`config.mk`:
```
export PLATFORM = sky130hd
export DESIGN_NAME = irq_vector_sequencer
export DESIGN_NICKNAME = d
export VERILOG_FILES = /design/src/rtl/irq_vector_sequencer.sv
export SDC_FILE = /design/constraint.sdc
export NUM_CORES = 1
export LEC_CHECK = 0
export ABC_AREA = 0
export CAP_MARGIN = 20
export CELL_PAD_IN_SITES_DETAIL_PLACEMENT = 2
export CELL_PAD_IN_SITES_GLOBAL_PLACEMENT = 2
export CORE_MARGIN = 5
export CORE_UTILIZATION = 28
export CTS_CLUSTER_DIAMETER = 50
export DETAILED_ROUTE_END_ITERATION = 6
export HOLD_SLACK_MARGIN = 0.05
export PLACE_DENSITY_LB_ADDON = 0.1
export SYNTH_ARGS = -nofsm -noshare
export SYNTH_HDL_FRONTEND = slang
export SYNTH_SLANG_ARGS = --single-unit
export TNS_END_PERCENT = 50
```
`constraint.sdc`:
```
create_clock -name clk -period 1.9 [get_ports clk]
set_clock_uncertainty 0.05 [all_clocks]
set_input_delay 0.38 -clock clk [delete_from_list [all_inputs] [get_ports clk]]
set_output_delay 0.38 -clock clk [all_outputs]
set_load 0.03 [all_outputs]
```
`src/rtl/irq_vector_sequencer.sv`:
```
// 6502 interrupt/reset entry sequencer: stacks PC and P, fetches the vector and
// hands CU a new PC/SP. Owns the bus from an accepted start until LOAD completes.
module irq_vector_sequencer #(
  parameter logic [7:0]  STACK_PAGE = 8'h01,
  parameter logic [15:0] NMI_VEC    = 16'hFFFA,
  parameter logic [15:0] RST_VEC    = 16'hFFFC,
  parameter logic [15:0] IRQ_VEC    = 16'hFFFE
) (
  input  logic        clk,
  input  logic        reset,
  input  logic        instr_boundary,
  input  logic        nmi_n,
  input  logic        irq_n,
  input  logic        brk_req,
  input  logic        i_flag,
  input  logic [15:0] pc_in,
  input  logic [7:0]  p_in,
  input  logic [7:0]  sp_in,
  input  logic [7:0]  data_in,
  input  logic        rdy,
  output logic [15:0] addr,
  output logic [7:0]  data_out,
  output logic        read,
  output logic        write,
  output logic        busy,
  output logic [15:0] pc_out,
  output logic        pc_load,
  output logic [7:0]  sp_out,
  output logic        sp_load,
  output logic        set_i
);

  typedef enum logic [2:0] {IDLE, PUSH_PCH, PUSH_PCL, PUSH_P, VEC_LO, VEC_HI, LOAD} state_t;
  typedef enum logic [1:0] {K_RST, K_NMI, K_BRK, K_IRQ} kind_t;

  state_t      state;
  kind_t       kind;
  kind_t       start_kind;
  logic        nmi_prev, nmi_pending, reset_pending;
  logic [15:0] pc_r, vec_r;
  logic [7:0]  p_r, sp_r, lo_r;

  logic        nmi_edge, irq_req, start, is_rst, push_go, nmi_clr;
  logic [7:0]  sp_dec, p_push;
  logic [15:0] vec_sel;

  always_comb begin
    nmi_edge = ~nmi_n & nmi_prev;
    irq_req  = ~irq_n & ~i_flag;
    start    = reset_pending | (instr_boundary & (nmi_pending | brk_req | irq_req));
    if (reset_pending)    start_kind = K_RST;
    else if (nmi_pending) start_kind = K_NMI;
    else if (brk_req)     start_kind = K_BRK;
    else                  start_kind = K_IRQ;
    is_rst  = (kind == K_RST);
    // Reset "pushes" are dummy reads and so respect rdy; real pushes are writes.
    push_go = ~is_rst | rdy;
    sp_dec  = sp_r - 8'd1;
    p_push  = {p_r[7:6], 1'b1, (kind == K_BRK), p_r[3:0]};
    // A pending NMI hijacks an IRQ/BRK sequence at the vector fetch.
    if (is_rst)           vec_sel = RST_VEC;
    else if (nmi_pending) vec_sel = NMI_VEC;
    else                  vec_sel = IRQ_VEC;
    nmi_clr = (state == PUSH_P) & push_go & ~is_rst & nmi_pending;
  end

  always_ff @(posedge clk or negedge reset) begin
    if (!reset) begin
      state         <= IDLE;
      kind          <= K_RST;
      nmi_prev      <= 1'b1;
      nmi_pending   <= 1'b0;
      reset_pending <= 1'b1;
      pc_r          <= '0;
      p_r           <= '0;
      sp_r          <= '0;
      vec_r         <= '0;
      lo_r          <= '0;
      addr          <= '0;
      data_out      <= '0;
      read          <= 1'b0;
      write         <= 1'b0;
      busy          <= 1'b0;
      pc_out        <= '0;
      pc_load       <= 1'b0;
      sp_out        <= '0;
      sp_load       <= 1'b0;
      set_i         <= 1'b0;
    end else begin
      nmi_prev <= nmi_n;
      // A new edge wins over the clear so it is not lost.
      if (nmi_edge)     nmi_pending <= 1'b1;
      else if (nmi_clr) nmi_pending <= 1'b0;
      pc_load <= 1'b0;
      sp_load <= 1'b0;
      set_i   <= 1'b0;
      case (state)
        IDLE: if (start) begin
          state    <= PUSH_PCH;
          kind     <= start_kind;
          pc_r     <= pc_in;
          p_r      <= p_in;
          sp_r     <= sp_in;
          busy     <= 1'b1;
          addr     <= {STACK_PAGE, sp_in};
          read     <= (start_kind == K_RST);
          write    <= (start_kind != K_RST);
          data_out <= (start_kind == K_RST) ? 8'h00 : pc_in[15:8];
        end
        PUSH_PCH: if (push_go) begin
          state    <= PUSH_PCL;
          sp_r     <= sp_dec;
          addr     <= {STACK_PAGE, sp_dec};
          data_out <= is_rst ? 8'h00 : pc_r[7:0];
        end
        PUSH_PCL: if (push_go) begin
          state    <= PUSH_P;
          sp_r     <= sp_dec;
          addr     <= {STACK_PAGE, sp_dec};
          data_out <= is_rst ? 8'h00 : p_push;
        end
        PUSH_P: if (push_go) begin
          state    <= VEC_LO;
          sp_r     <= sp_dec;
          vec_r    <= vec_sel;
          addr     <= vec_sel;
          read     <= 1'b1;
          write    <= 1'b0;
          data_out <= 8'h00;
        end
        VEC_LO: if (rdy) begin
          state <= VEC_HI;
          lo_r  <= data_in;
          addr  <= vec_r + 16'd1;
        end
        VEC_HI: if (rdy) begin
          state   <= LOAD;
          addr    <= '0;
          read    <= 1'b0;
          pc_out  <= {data_in, lo_r};
          sp_out  <= sp_r;
          pc_load <= 1'b1;
          sp_load <= 1'b1;
          set_i   <= 1'b1;
        end
        LOAD: begin
          state  <= IDLE;
          busy   <= 1'b0;
          pc_out <= '0;
          sp_out <= '0;
          if (is_rst) reset_pending <= 1'b0;
        end
        default: state <= IDLE;
      endcase
    end
  end

endmodule

```
## After elaboration in Yosys (flattened, before gate mapping)

Index checks and enable logic that the tools add are counted.

- Bits in registers: 108
- Output and inout port bits: 54
- Logic and storage cells: 121

- $add $sub $neg: 2
- Equality and inequality tests: 15
- Muxes and demuxes: 46
- Bitwise gates (word level): 14
- Reductions and logical operators: 26

Operator list:

| cell | count |
|---|---|
| two-way mux 16 bit | 6 |
| two-way mux 8 bit | 10 |
| case mux 16 bit (5 select lines) | 1 |
| case mux 16 bit (2 select lines) | 1 |
| case mux 8 bit (2 select lines) | 2 |
| case mux 8 bit (4 select lines) | 1 |
| two-way mux 3 bit | 8 |
| case mux 3 bit (6 select lines) | 1 |
| adder 16 x 1 -> 16 bit (second input constant) | 1 |
| != test 2 bit (second input constant) | 6 |
| AND reduction 2 bit | 6 |
| AND reduction 6 bit | 2 |
| nonzero test 2 bit | 6 |
| two-way mux 1 bit | 11 |
| == test 3 bit (second input constant) | 3 |
| subtractor 8 x 1 -> 8 bit (second input constant) | 1 |
| AND 1 bit | 6 |
| == test 3 x 2 -> 1 bit (second input constant) | 2 |
| AND reduction 3 bit | 2 |
| AND reduction 5 bit | 1 |
| nonzero test 5 bit | 1 |
| zero test 2 bit | 2 |
| two-way mux 2 bit | 2 |
| != test 2 x 1 -> 1 bit (second input constant) | 2 |
| 12 further kinds | 19 |

## Depth between registers and ports, before layout

- Word-level depth: 8
- Gate-level depth with buffers: 9
- Depth with buffers taken out: 7

## Least setup slack after synthesis

Ideal clock, no wire load.

- Kind: register to register
- Start: reg sp_r[0]
- End: reg addr[6]
- Library setup time: 0.118 ns
- Arrival: 1.671 ns
- Setup slack: 0.061 ns
- Cell stages (with the launch flop): 8
- Path buffers: 0
- Path through: dfrtp_1 inv_1 ha_1 or4b_4 nor2_4 xnor2_1 a211oi_2 a21o_1

- Cells in the longest elaborated chain, start to end: 3

RTL lines:

| item | RTL line | text |
|---|---|---|
| start, declared | 41 | `logic [7:0] p_r, sp_r, lo_r;` |
| start signal, assigned | 103 | `sp_r <= sp_in;` |
| start signal, assigned | 112 | `sp_r <= sp_dec;` |
| start signal, assigned | 118 | `sp_r <= sp_dec;` |
| subtractor 8 x 1 -> 8 bit | 58 | `sp_dec = sp_r - 8'd1;` |
| two-way mux 16 bit | 110, 116 |  |
| case mux 16 bit (5 select lines) | 97 | `case (state)` |
| end signal, assigned | 105 | `addr <= {STACK_PAGE, sp_in};` |
| end signal, assigned | 113 | `addr <= {STACK_PAGE, sp_dec};` |
| end signal, assigned | 119 | `addr <= {STACK_PAGE, sp_dec};` |
| end, declared | 21 | `output logic [15:0] addr,` |

No other way between the ends. The select of a mux whose other input is x is not followed.
A chain may end at the register's enable or synchronous reset.

## Worst setup path after layout

- Start: reg sp_out[5]
- End: out sp_out[5]

RTL lines:

| item | RTL line | text |
|---|---|---|
| start, declared | 28 | `output logic [7:0] sp_out,` |
| start signal, assigned | 141 | `sp_out <= sp_r;` |

No word-level cell between the ends.

==> flow_summary.ini <==
[setup_path]
endpoint = sp_out[5]
endpoint_kind = output port
crit_start = sp_out[5]
worst-path-buf-inv = 1
slowest_stage = clkdlybuf4s50_1
crit_chain = clkdlybuf4s50_1
rr_startpoint = sp_r[1]
start_kind = register
cp.required_ns = 1.47
critPathKind = reg2out
reg2reg_depth = 7
critPathMaxFanout = 2
r2r-end = addr[6]
path_depth = 1
slowest_delay_ns = 0.68
rrSetupSlack_ns = 0.08
crit_arrival_ns = 1.41
path_delay_family = buffers and inverters

[global_route]
gr-total-overflow = 0
grt_pass1_vias = 4043
grt_max_degree = 34
grt_pass1_wl_mm = 21.94
grtUsageTotal = 0.1556
antenna_found_initial = 0

[floorplanning]
rows = 44
initial_core_util = 0.2859
die_w_um = 132.1
die-area_sq_um = 17440
core-area_sq_um = 14590
die_y_um = 132.1
ios = 102

[power]
cellInternalPower_uw = 6557
switching_share = 0.4295
power.leakage_uw = 0.002529
power_frac_seq = 0.287
ir_drop_v = 0.0005226
p_clk_frac = 0.154
power.net_switching_uw = 4937
p_per_area_nw_per_um2 = 1924
p_comb_frac = 0.558
finalPower_uw = 11490

[detailed_routing]
dr_wl_met3_um = 447
avgViaCountPerCell = 5.035
num_vias = 3570
wl_met2_mm = 6.765
wl_mm = 13.31
route.top_layer_used = met4
final_antenna_net_count = 0
wl_met1_mm = 5.917
drc = 0
wire_per_inst_um = 18.77
drtIter0Drc = 149
drtPass1Iterations = 4

[clocking]
clkSlewWorstSetupHoldPaths_ns = 0.07
insertion_delay_ns = 0.34
cts_sinks = 87
root_buffer = clkbuf_16
cts_buffers = 9
h-tree-depth = 3
cts_tree = yes
clk_path_buf_depth = 2
cts_setup_buffers = 0

[synthesis]
synth_seq_area_share = 0.5225
netlist_instances = 395
async_flop_share = 1.000
yosysUniqueCellTypes = 51
synth_area_sq_um = 4172
avgSynthCellArea_sq_um = 10.56
ys_warn_count = 0
synth_ff_type = dfrtp_1
ys_ff_latch = 87
synth_nets = 444
synth_edf_count = 0

[place]
pre_cts_ws_ns = -0.1932
port-buffer-count = 99
dp_hpwl_mm = 10.03
gp_congestion = 0.7817

[timing]
finalCritPeriodShare = 0.9677
hold_viol = 0
worst_pin_slew_ns = 0.4871
slew_viol_final = 0
slew_headroom = 0.6728
setup_viol = 0
final.min_clock_period_ns = 1.839
setup_slack_ns = 0.06135
rsz0062_at_grt = no
fmax_mhz = 543.9

[final_layout]
diodes = 0
nFillCells = 1540
layout-drive-gt1-share = 0.2114
area_growth_pct = 43.19
nNetsFinal = 569

[outcome]
status = finished clean

[hold_path]
hp-class = in2reg
whs_path_depth = 1

[job]
cap_viol_max_count = 0
## state kept, by name, summed over array words and instances (netlist names)
name           count
pc_out            16
addr              10
data_out           8
lo_r               8
pc_r               8
sp_out             8
sp_r               8
p_r                6
state              3
vec_r              3
kind               2
busy               1
nmi_pending        1
nmi_prev           1
read               1
reset_pending      1
set_i              1
write              1
## worst min path at each step
stage | endpoint | from
finish | nmi_prev | nmi_n
global route | nmi_prev | nmi_n
CTS | nmi_prev | nmi_n
detailed placement | busy | reset
global placement | sp_out[2] | reset
floorplan | addr[0] | reset
## area by class of cell
cell class,instances,area (sq um),area share
Timing Repair Buffer,147,1454,0.2434
Inverter,8,30.03,0.005027
Multi-Input combinational cell,267,1789,0.2995
Clock inverter,6,51.30,0.008588
Tap cell,184,230.2,0.03854
Sequential cell,87,2180,0.3649
Clock buffer,10,239.0,0.04001
## cells in the mapped netlist, types with 3 or more instances
cell type  count  area share
a21oi_1       43       0.052
nor2b_1        4      0.0060
buf_4         10       0.018
a22oi_1       10       0.018
or3_1          3      0.0045
a21o_1         4      0.0072
clkbuf_1       3      0.0027
buf_6          4       0.011
o22ai_1        6      0.0090
a211oi_2       3      0.0090
o21ai_0       21       0.025
nand2b_1      10       0.015
xnor2_1        4      0.0084
o21ai_1       14       0.017
buf_2         12       0.014
buf_1          4      0.0036
mux2_2        23       0.062
a211oi_1       4      0.0072
nor3_1         9       0.011
nor2_1        26       0.023
dfrtp_1       85        0.51
a22o_1        25       0.052
inv_1          8      0.0072
nand2_1       27       0.024
## logic make-up after synthesis
group / synth area share
adder cells (fa/ha/maj): 0.002999
AND/OR/NAND/NOR: 0.1104
XOR/XNOR: 0.01050
flip-flops: 0.5225
AO/OA/AOI/OAI: 0.2349
multiplexers: 0.06209
buffers and inverters: 0.05669
## repair_timing
item                                   in CTS  in global routing
resized for setup                          10                  6
endpoints found under the hold margin      26                  0
hold buffers                                1                  0
setup endpoints to repair                   9                 10
cloned                                      0                  0
## worst reg2reg max path, cell delays in order (launching register included)
cell      delay, ns
dfrtp_1        0.43
inv_2          0.10
ha_4           0.14
or4b_4         0.49
nor2_4         0.14
xnor2_2        0.13
a211oi_2       0.09
a21o_1         0.16
## routing by layer
layer / track usage / vias to the layer above
met5: 0 / -
met4: 0.04057 / 0
met3: 0.03664 / 13
met2: 0.2751 / 61
met1: 0.1898 / 1816
li1: - / 1680
## power by group through the flow
stage	clock network (uW)	logic [uW]	registers, uW
floorplan	0	3100	4080
global placement	0	6280	3300
detailed placement	0	6470	3350
CTS	1820	6510	3320
global route	1910	6970	3420
finish	1770	6420	3300
## cell usage in the layout, fill, tap and decap left out, drive strengths merged, types with 4 or more instances in the layout
cell type,netlist,layout
clkdlybuf4s50,0,90
dfrtp,85,85
buf,30,48
a21oi,43,43
o21ai,36,36
nor2,28,28
nand2,27,27
a22o,25,25
mux2,23,23
inv,8,12
nand2b,10,10
a22oi,10,10
nor3,10,10
clkbuf,3,10
dlygate4sd2,0,8
a211oi,7,7
o22ai,6,6
nor2b,4,4
a21o,4,4
xnor2,4,4
## stage by stage
step	cell area, sq um	util	instances	TNS [ns]	hold WS [ns]
4_1_cts	5954	0.4081	709	0	0.4068
3_3_place_gp	5652	0.3874	692	-7.053	0.3318
2_1_floorplan	4172	-	395	0	0.03441
3_5_place_dp	5652	0.3874	692	-10.24	0.3415
5_1_grt	5973	0.4094	709	0	0.4100
6_report	5973	0.4094	709	0	0.4183
Power figures use the tool's default switching activity.
